==> src/rtl/key_scan_ctrl_if.sv <==
// ---------------------------------------------------------------------------
// key_scan_ctrl_if
// Bundles the keyboard scan signals between the SKCTL/matrix side (master)
// and the scan sequencer (slave).
//   scanStb    : one-cycle scan-step strobe, one address per strobe
//   kbdScanEn  : SKCTL keyboard-scan enable
//   debounceEn : SKCTL debounce enable
//   iKR1       : key return, 1 = key at current address pressed
//   iKR2       : shift return, 1 = shift pressed
//   kbdAddr    : current scan address (K0-K5)
//   kbcode     : latched code, MSB = shift
//   keyDown    : 1 while a debounced key is held
//   keyIrq     : one-clk pulse when kbcode is loaded
// ---------------------------------------------------------------------------
interface key_scan_ctrl_if #(
    parameter int SCAN_BITS = 6
);
    logic                 scanStb;
    logic                 kbdScanEn;
    logic                 debounceEn;
    logic                 iKR1;
    logic                 iKR2;
    logic [SCAN_BITS-1:0] kbdAddr;
    logic [SCAN_BITS:0]   kbcode;
    logic                 keyDown;
    logic                 keyIrq;

    modport master (
        output scanStb, kbdScanEn, debounceEn, iKR1, iKR2,
        input  kbdAddr, kbcode, keyDown, keyIrq
    );

    modport slave (
        input  scanStb, kbdScanEn, debounceEn, iKR1, iKR2,
        output kbdAddr, kbcode, keyDown, keyIrq
    );
endinterface

==> src/rtl/key_scan_ctrl.sv <==
// ---------------------------------------------------------------------------
// key_scan_ctrl
// Keyboard scan sequencer: steps the key-matrix scan address, runs the
// two-bit debounce state machine against the compare latch, loads KBCODE
// and raises the keyboard interrupt pulse and key-down status.
//   clk    : system clock
//   nReset : asynchronous active-low reset
//   kbd    : key_scan_ctrl_if slave (strobe/enables/returns in,
//            address/code/status/irq out)
// ---------------------------------------------------------------------------
module key_scan_ctrl #(
    parameter int SCAN_BITS = 6
) (
    input  logic            clk,
    input  logic            nReset,
    key_scan_ctrl_if.slave  kbd
);

    // Encoding matches the SKSTAT-visible debounce state bits.
    typedef enum logic [1:0] {
        IDLE = 2'b00,
        CAND = 2'b01,
        HELD = 2'b11,
        REL  = 2'b10
    } state_t;

    state_t               state_q, state_d;
    logic [SCAN_BITS-1:0] addr_q,  addr_d;
    logic [SCAN_BITS-1:0] comp_q,  comp_d;
    logic [SCAN_BITS:0]   code_q,  code_d;
    logic                 irq_q,   irq_d;

    logic key;
    logic match;

    // key refers to the address being scanned this strobe (pre-increment).
    // With debounce off every address counts as a match.
    assign key   = kbd.iKR1;
    assign match = (addr_q == comp_q) || !kbd.debounceEn;

    always_comb begin
        state_d = state_q;
        addr_d  = addr_q;
        comp_d  = comp_q;
        code_d  = code_q;
        irq_d   = 1'b0;

        if (!kbd.kbdScanEn) begin
            // Disabled scanning parks the sequencer; latched code and
            // compare address are kept.
            addr_d  = '0;
            state_d = IDLE;
        end else if (kbd.scanStb) begin
            addr_d = addr_q + SCAN_BITS'(1);
            unique case (state_q)
                IDLE: begin
                    if (key) begin
                        comp_d = addr_q;
                        if (kbd.debounceEn) begin
                            state_d = CAND;
                        end else begin
                            code_d  = {kbd.iKR2, addr_q};
                            irq_d   = 1'b1;
                            state_d = HELD;
                        end
                    end
                end
                CAND: begin
                    if (match) begin
                        if (key) begin
                            code_d  = {kbd.iKR2, addr_q};
                            irq_d   = 1'b1;
                            state_d = HELD;
                        end else begin
                            state_d = IDLE;
                        end
                    end
                end
                HELD: begin
                    if (match && !key) begin
                        state_d = REL;
                    end
                end
                REL: begin
                    // A returning key during release is a bounce, not a
                    // new press: no reload and no interrupt.
                    if (match) begin
                        state_d = key ? HELD : IDLE;
                    end
                end
                default: state_d = IDLE;
            endcase
        end
    end

    always_ff @(posedge clk or negedge nReset) begin
        if (!nReset) begin
            state_q <= IDLE;
            addr_q  <= '0;
            comp_q  <= '0;
            code_q  <= '0;
            irq_q   <= 1'b0;
        end else begin
            state_q <= state_d;
            addr_q  <= addr_d;
            comp_q  <= comp_d;
            code_q  <= code_d;
            irq_q   <= irq_d;
        end
    end

    assign kbd.kbdAddr = addr_q;
    assign kbd.kbcode  = code_q;
    assign kbd.keyDown = state_q[1];  // HELD (11) and REL (10)
    assign kbd.keyIrq  = irq_q;

endmodule

==> src/flat_wrapper.sv <==
// flat-port wrapper written by rule: the top's interface ports become plain ports
module key_scan_ctrl_flat 
#(
    parameter int SCAN_BITS = 6
)
  (clk, nReset, kbd_scanStb, kbd_kbdScanEn, kbd_debounceEn, kbd_iKR1, kbd_iKR2, kbd_kbdAddr, kbd_kbcode, kbd_keyDown, kbd_keyIrq);
  key_scan_ctrl_if #(.SCAN_BITS(SCAN_BITS)) kbd_i ();
  input  logic clk;
  input  logic nReset;
  input wire logic [$bits(kbd_i.scanStb)-1:0] kbd_scanStb;
  input wire logic [$bits(kbd_i.kbdScanEn)-1:0] kbd_kbdScanEn;
  input wire logic [$bits(kbd_i.debounceEn)-1:0] kbd_debounceEn;
  input wire logic [$bits(kbd_i.iKR1)-1:0] kbd_iKR1;
  input wire logic [$bits(kbd_i.iKR2)-1:0] kbd_iKR2;
  output wire logic [$bits(kbd_i.kbdAddr)-1:0] kbd_kbdAddr;
  output wire logic [$bits(kbd_i.kbcode)-1:0] kbd_kbcode;
  output wire logic [$bits(kbd_i.keyDown)-1:0] kbd_keyDown;
  output wire logic [$bits(kbd_i.keyIrq)-1:0] kbd_keyIrq;
  assign kbd_i.scanStb = kbd_scanStb;
  assign kbd_i.kbdScanEn = kbd_kbdScanEn;
  assign kbd_i.debounceEn = kbd_debounceEn;
  assign kbd_i.iKR1 = kbd_iKR1;
  assign kbd_i.iKR2 = kbd_iKR2;
  assign kbd_kbdAddr = kbd_i.kbdAddr;
  assign kbd_kbcode = kbd_i.kbcode;
  assign kbd_keyDown = kbd_i.keyDown;
  assign kbd_keyIrq = kbd_i.keyIrq;
  key_scan_ctrl #(.SCAN_BITS(SCAN_BITS)) u_core (.clk(clk), .nReset(nReset), .kbd(kbd_i));
endmodule
==> config.mk <==
export PLATFORM = sky130hd
export DESIGN_NAME = key_scan_ctrl_flat
export DESIGN_NICKNAME = d
export VERILOG_FILES = /design/src/rtl/key_scan_ctrl_if.sv /design/src/rtl/key_scan_ctrl.sv /design/src/flat_wrapper.sv
export SDC_FILE = /design/constraint.sdc
export NUM_CORES = 1
export LEC_CHECK = 0
export ABC_AREA = 1
export CORE_MARGIN = 5
export CORE_UTILIZATION = 33
export DETAILED_ROUTE_END_ITERATION = 10
export PLACE_DENSITY = 0.52
export SLEW_MARGIN = 20
export SYNTH_ARGS = -nofsm -noshare
export SYNTH_HDL_FRONTEND = slang
export SYNTH_SLANG_ARGS = --single-unit
export TNS_END_PERCENT = 20
==> constraint.sdc <==
create_clock -name clk -period 2 [get_ports clk]
set_input_delay 0.3 -clock clk [delete_from_list [all_inputs] [get_ports clk]]
set_output_delay 0.3 -clock clk [all_outputs]
set_load 0.02 [all_outputs]
Word-level counts from Yosys, hierarchy flattened. Index checks and enable logic that the tools add are counted. W data, S select, Z words.

Bits in registers: 22. Latch bits: 0. Bits in writable memories: 0. Memory bits (read-only): 0. Bits of input ports: 7. Memories kept: 0.

$add $sub $neg: 1. Multiply operators: 0. Div/mod/pow operators: 0. Order comparisons: 0. Equal/unequal tests: 12. Shift-type cells: 0. Mux-type cells: 22. Bitwise operators: 0. Reductions and logical operators: 10.

Operators with widths (count): $mux W7 (4); $mux W2 (7); $pmux W7 S2 (1); $mux W6 (2); $ne A2 B2 Y1 const B (4); $reduce_and A4 Y1 (2); $reduce_and A7 Y1 (1); $add A6 B1 Y6 const B (1); $eq A6 B6 Y1 (1); $mux W1 (6); $ne A3 B2 Y1 const B (2); $pmux W2 S3 (1); $eq A2 B2 Y1 const B (2); $ne A3 B3 Y1 const B (1); $eq A2 B1 Y1 const B (1); $logic_not A1 Y1 (2); $logic_not A2 Y1 (1); $ne A2 B1 Y1 const B (1); $pmux W1 S2 (1); $reduce_bool A2 Y1 (1); $reduce_or A2 Y1 (1); $logic_and A1 B1 Y1 (1); $logic_or A1 B1 Y1 (1).

Depth between registers and ports, before layout.
Depth in word-level cells: 7. Gate-level depth with buffers: 9. Depth with buffers taken out: 9.

Worst setup path before layout. No wires, ideal clock.

Path type: reg2reg. Start point: register u_core.state_q[1]. End point: register u_core.state_q[1]. Library setup time: 0.118 ns. Arrival: 1.449 ns. Setup slack: 0.433 ns. Stages on the path, launching flop included: 8. Buffers on the path: 0. Clock period less this slack: 1.567 ns. Cells stage by stage: dfrtp_1 -> inv_1 -> ha_1 -> or2_2 -> nand3_1 -> nand2_1 -> nand3_1 -> nand2_1.

Longest elaborated chain between the ends: 5. Elaborated cells between the ends (all ways): 12.

Ends and longest elaborated chain: from (decl) (RTL line key_scan_ctrl.sv:27) `state_t state_q, state_d;`; from (signal assigned) (RTL line key_scan_ctrl.sv:104) `state_q <= state_d;`; $eq A2 B1 Y1 / $eq A2 B2 Y1 (equally long branches) (RTL line key_scan_ctrl.sv:55) `unique case (state_q)`; $reduce_or A2 Y1 (no source line); $pmux W2 S3 (RTL line key_scan_ctrl.sv:55); $mux W2 (RTL line key_scan_ctrl.sv:53) `end else if (kbd.scanStb) begin`; $mux W2 (RTL line key_scan_ctrl.sv:48) `if (!kbd.kbdScanEn) begin`.

Parallel ways exist; a longest one is shown, timed or not. The select of a mux whose other input is x is not followed. A chain may end at the register's enable or synchronous reset.

Final worst setup path.
Start point: register u_core.addr_q[2], in the netlist u_core.kbd.kbdAddr[2]. End point: output kbd_kbdAddr[2].

RTL lines: from (decl) (RTL line key_scan_ctrl.sv:28) `logic [SCAN_BITS-1:0] addr_q, addr_d;`; from (signal assigned) (RTL line key_scan_ctrl.sv:105) `addr_q <= addr_d;`; to (decl) (RTL line flat_wrapper.sv:15) `output wire logic [$bits(kbd_i.kbdAddr)-1:0] kbd_kbdAddr;`.

No word-level cell between the ends.

==> results.toml <==
[timing]
clock-skew-final_ns = 0.00655
slew_viol_final = 0
whs_ns = 0.333
rsz0062_at_grt = "no"
finalSetupTns_ns = 0
period_minus_slack_ns = 1.81
hold_violations = 0
fin_crit_sh_pct = 90.7
setup_slack_ns = 0.186
fmax_mhz = 551
setup_viol_count_final = 0
maxSlewHeadroom_pct = 75.3
tightest_slew_ns = 0.368

[power]
leakage_nw = 0.707
ir_drop_mv = 0.295
total_power_mw = 1.14
powerDensity_mw_per_mm2 = 767

[drt]
viasPerCell = 4.60
first_iter_violations = 46
finalWirelength_microns = 2560
drc = 0
firstDrtPassIters = 3
wire_per_inst_microns = 11.7
ant_nets = 0
vias = 1003

[cts]
cts_resized = 0
clock_path_buffers = 2
cts.sinks = 22
cts_tree = "built"
cts_setup_buffers = 0
clock_latency_ns = 0.30
root_buffer = "clkbuf_4"
postCtsHoldBufs = 0
htreeDepth = 1
cts-buffers-inserted = 3
clkTransAtPathRegs_ns = 0.12

[synth]
synth_area_leaders = "dfrtp_1 47%, nand2_1 15%, nand4_1 4.8%"
syn_inst = 147
synth_nets = 158
synth_top_family_by_area = "simple AND/OR/NAND/NOR gates"
synth_compound_area_share_pct = 6.77
synth_fa_ha_area_share_pct = 4.23
synth_edf_count = 0
synthDistinctLibCells = 23
yosys_warnings = 0
netlist.area_leader.share_pct = 46.6
syn_area_sq_mm = 0.00118
yosys-mux-area-fraction_pct = 0
ys.flop_type = "dfrtp_1"
synth_xor_area_share_pct = 0
yosys.area_share.simple_pct = 35.0
synth-async-reset-ratio_pct = 100
synth.largest_area_cell = "dfrtp_1"
seq_area_frac_synth_pct = 46.6
avgSynthCellArea_sq_um = 8.04
ys_seq_elements = 22

[place]
dp.cells = 215
dp_slack_ns = 0.267
gp_congestion = 0.762
place_hpwl_microns = 1990
port_buffers = 21
dpl_cell_area_sq_mm = 0.00146

[finish]
mostFrequentLayoutCell = "nand2_1"
fin_util_pct = 43.4
syn2layout_area_growth_pct = 25.4
antenna_cells = 0
final_cells = 218
final_area_sq_mm = 0.00148
nets = 185
mostFrequentLayoutCells = "48 x nand2_1, 22 x dfrtp_1, 21 x clkdlybuf4s50_1"
drive_gt1_share_pct = 12.8

[critical_path]
cp_slowest_stage_delay_ns = 0.67
criticalPathCategory = "reg -> out"
critPathMaxFanout = 8
required_ns = 1.70
cp_cell_sequence = "clkdlybuf4s50_1"
worstPathArrival_ns = 1.51
cpMaxStageDelayCell = "clkdlybuf4s50_1"
crit_family = "buffers and inverters"
path_buf_inv = 1
endpoint_kind = "output port"
startpoint_type = "flip-flop"

[global_route]
antenna_found_initial = 0
track_usage_pct = 11.3
grt_max_degree = 23
grt_first_pass_wirelength_microns = 4550
grt_pass1_vias = 971
grt.overflow.total = 0

[die]
ios = 22
dieArea_sq_mm = 0.00488
start_util_pct = 34.6
dieHeight_microns = 69.9
dieWidth_microns = 69.9
core_sq_mm = 0.00342
rows = 21

[min_path]
min_path_type = "in -> async"

[job]
max-cap-violations = 0

[outcome]
outcome = "complete, no violations"
-- routing by layer --
layer	GRT usage (%)	up-vias	wire, microns
li1	-	532	-
met1	15.1	459	1310
met2	18.2	10	1160
met3	2.30	2	76
met4	3.83	0	19
met5	0	-	0
-- registers in the layout, indices dropped and copies added (netlist names) --
name                flops
u_core.comp_q           6
u_core.kbd.kbcode       7
u_core.kbd.kbdAddr      6
u_core.kbd.keyIrq       1
u_core.state_q          2
-- synth_stat cells (all sizes together), types with 2 or more instances --
cell,count
o21ai,8
buf,2
dfrtp,22
a21oi,5
nor2,10
nand2,49
nand3,9
nand4,9
inv,20
nor3,4
ha,4
-- cell families after synthesis --
group,Yosys count
fa+ha+maj,4
simple gates,84
buf+inv,22
flops,22
compound gates,15
-- power breakdown --
part	switching (mW)	internal (mW)
clock network	0.125	0.0702
registers	0.0376	0.499
logic	0.244	0.161
-- layout make-up --
type,instances,area (sq um)
clock buffer,3,22.5
fill,369,1930
inverter,20,75.1
multi-input combinational,103,544
sequential,22,551
tap,46,57.6
timing repair buffer,24,233
-- worst paths after layout --
check | depth (start not counted) | endpoint | start | slack [ns]
worst min-delay path | 2 | u_core.comp_q[1] | nReset | 0.33
worst max register to register | 8 | u_core.state_q[0] | u_core.state_q[1] | 0.46
min in group clk | 2 | u_core.kbd.kbcode[1] | u_core.kbd.kbcode[1] | 0.48
max in group asynchronous | 2 | u_core.kbd.keyIrq | nReset | 1.43
worst max-delay path | 1 | kbd_kbdAddr[2] | u_core.kbd.kbdAddr[2] | 0.19
worst min register to register | 2 | u_core.kbd.kbcode[1] | u_core.kbd.kbcode[1] | 0.48
Power figures use the tool's default switching activity.
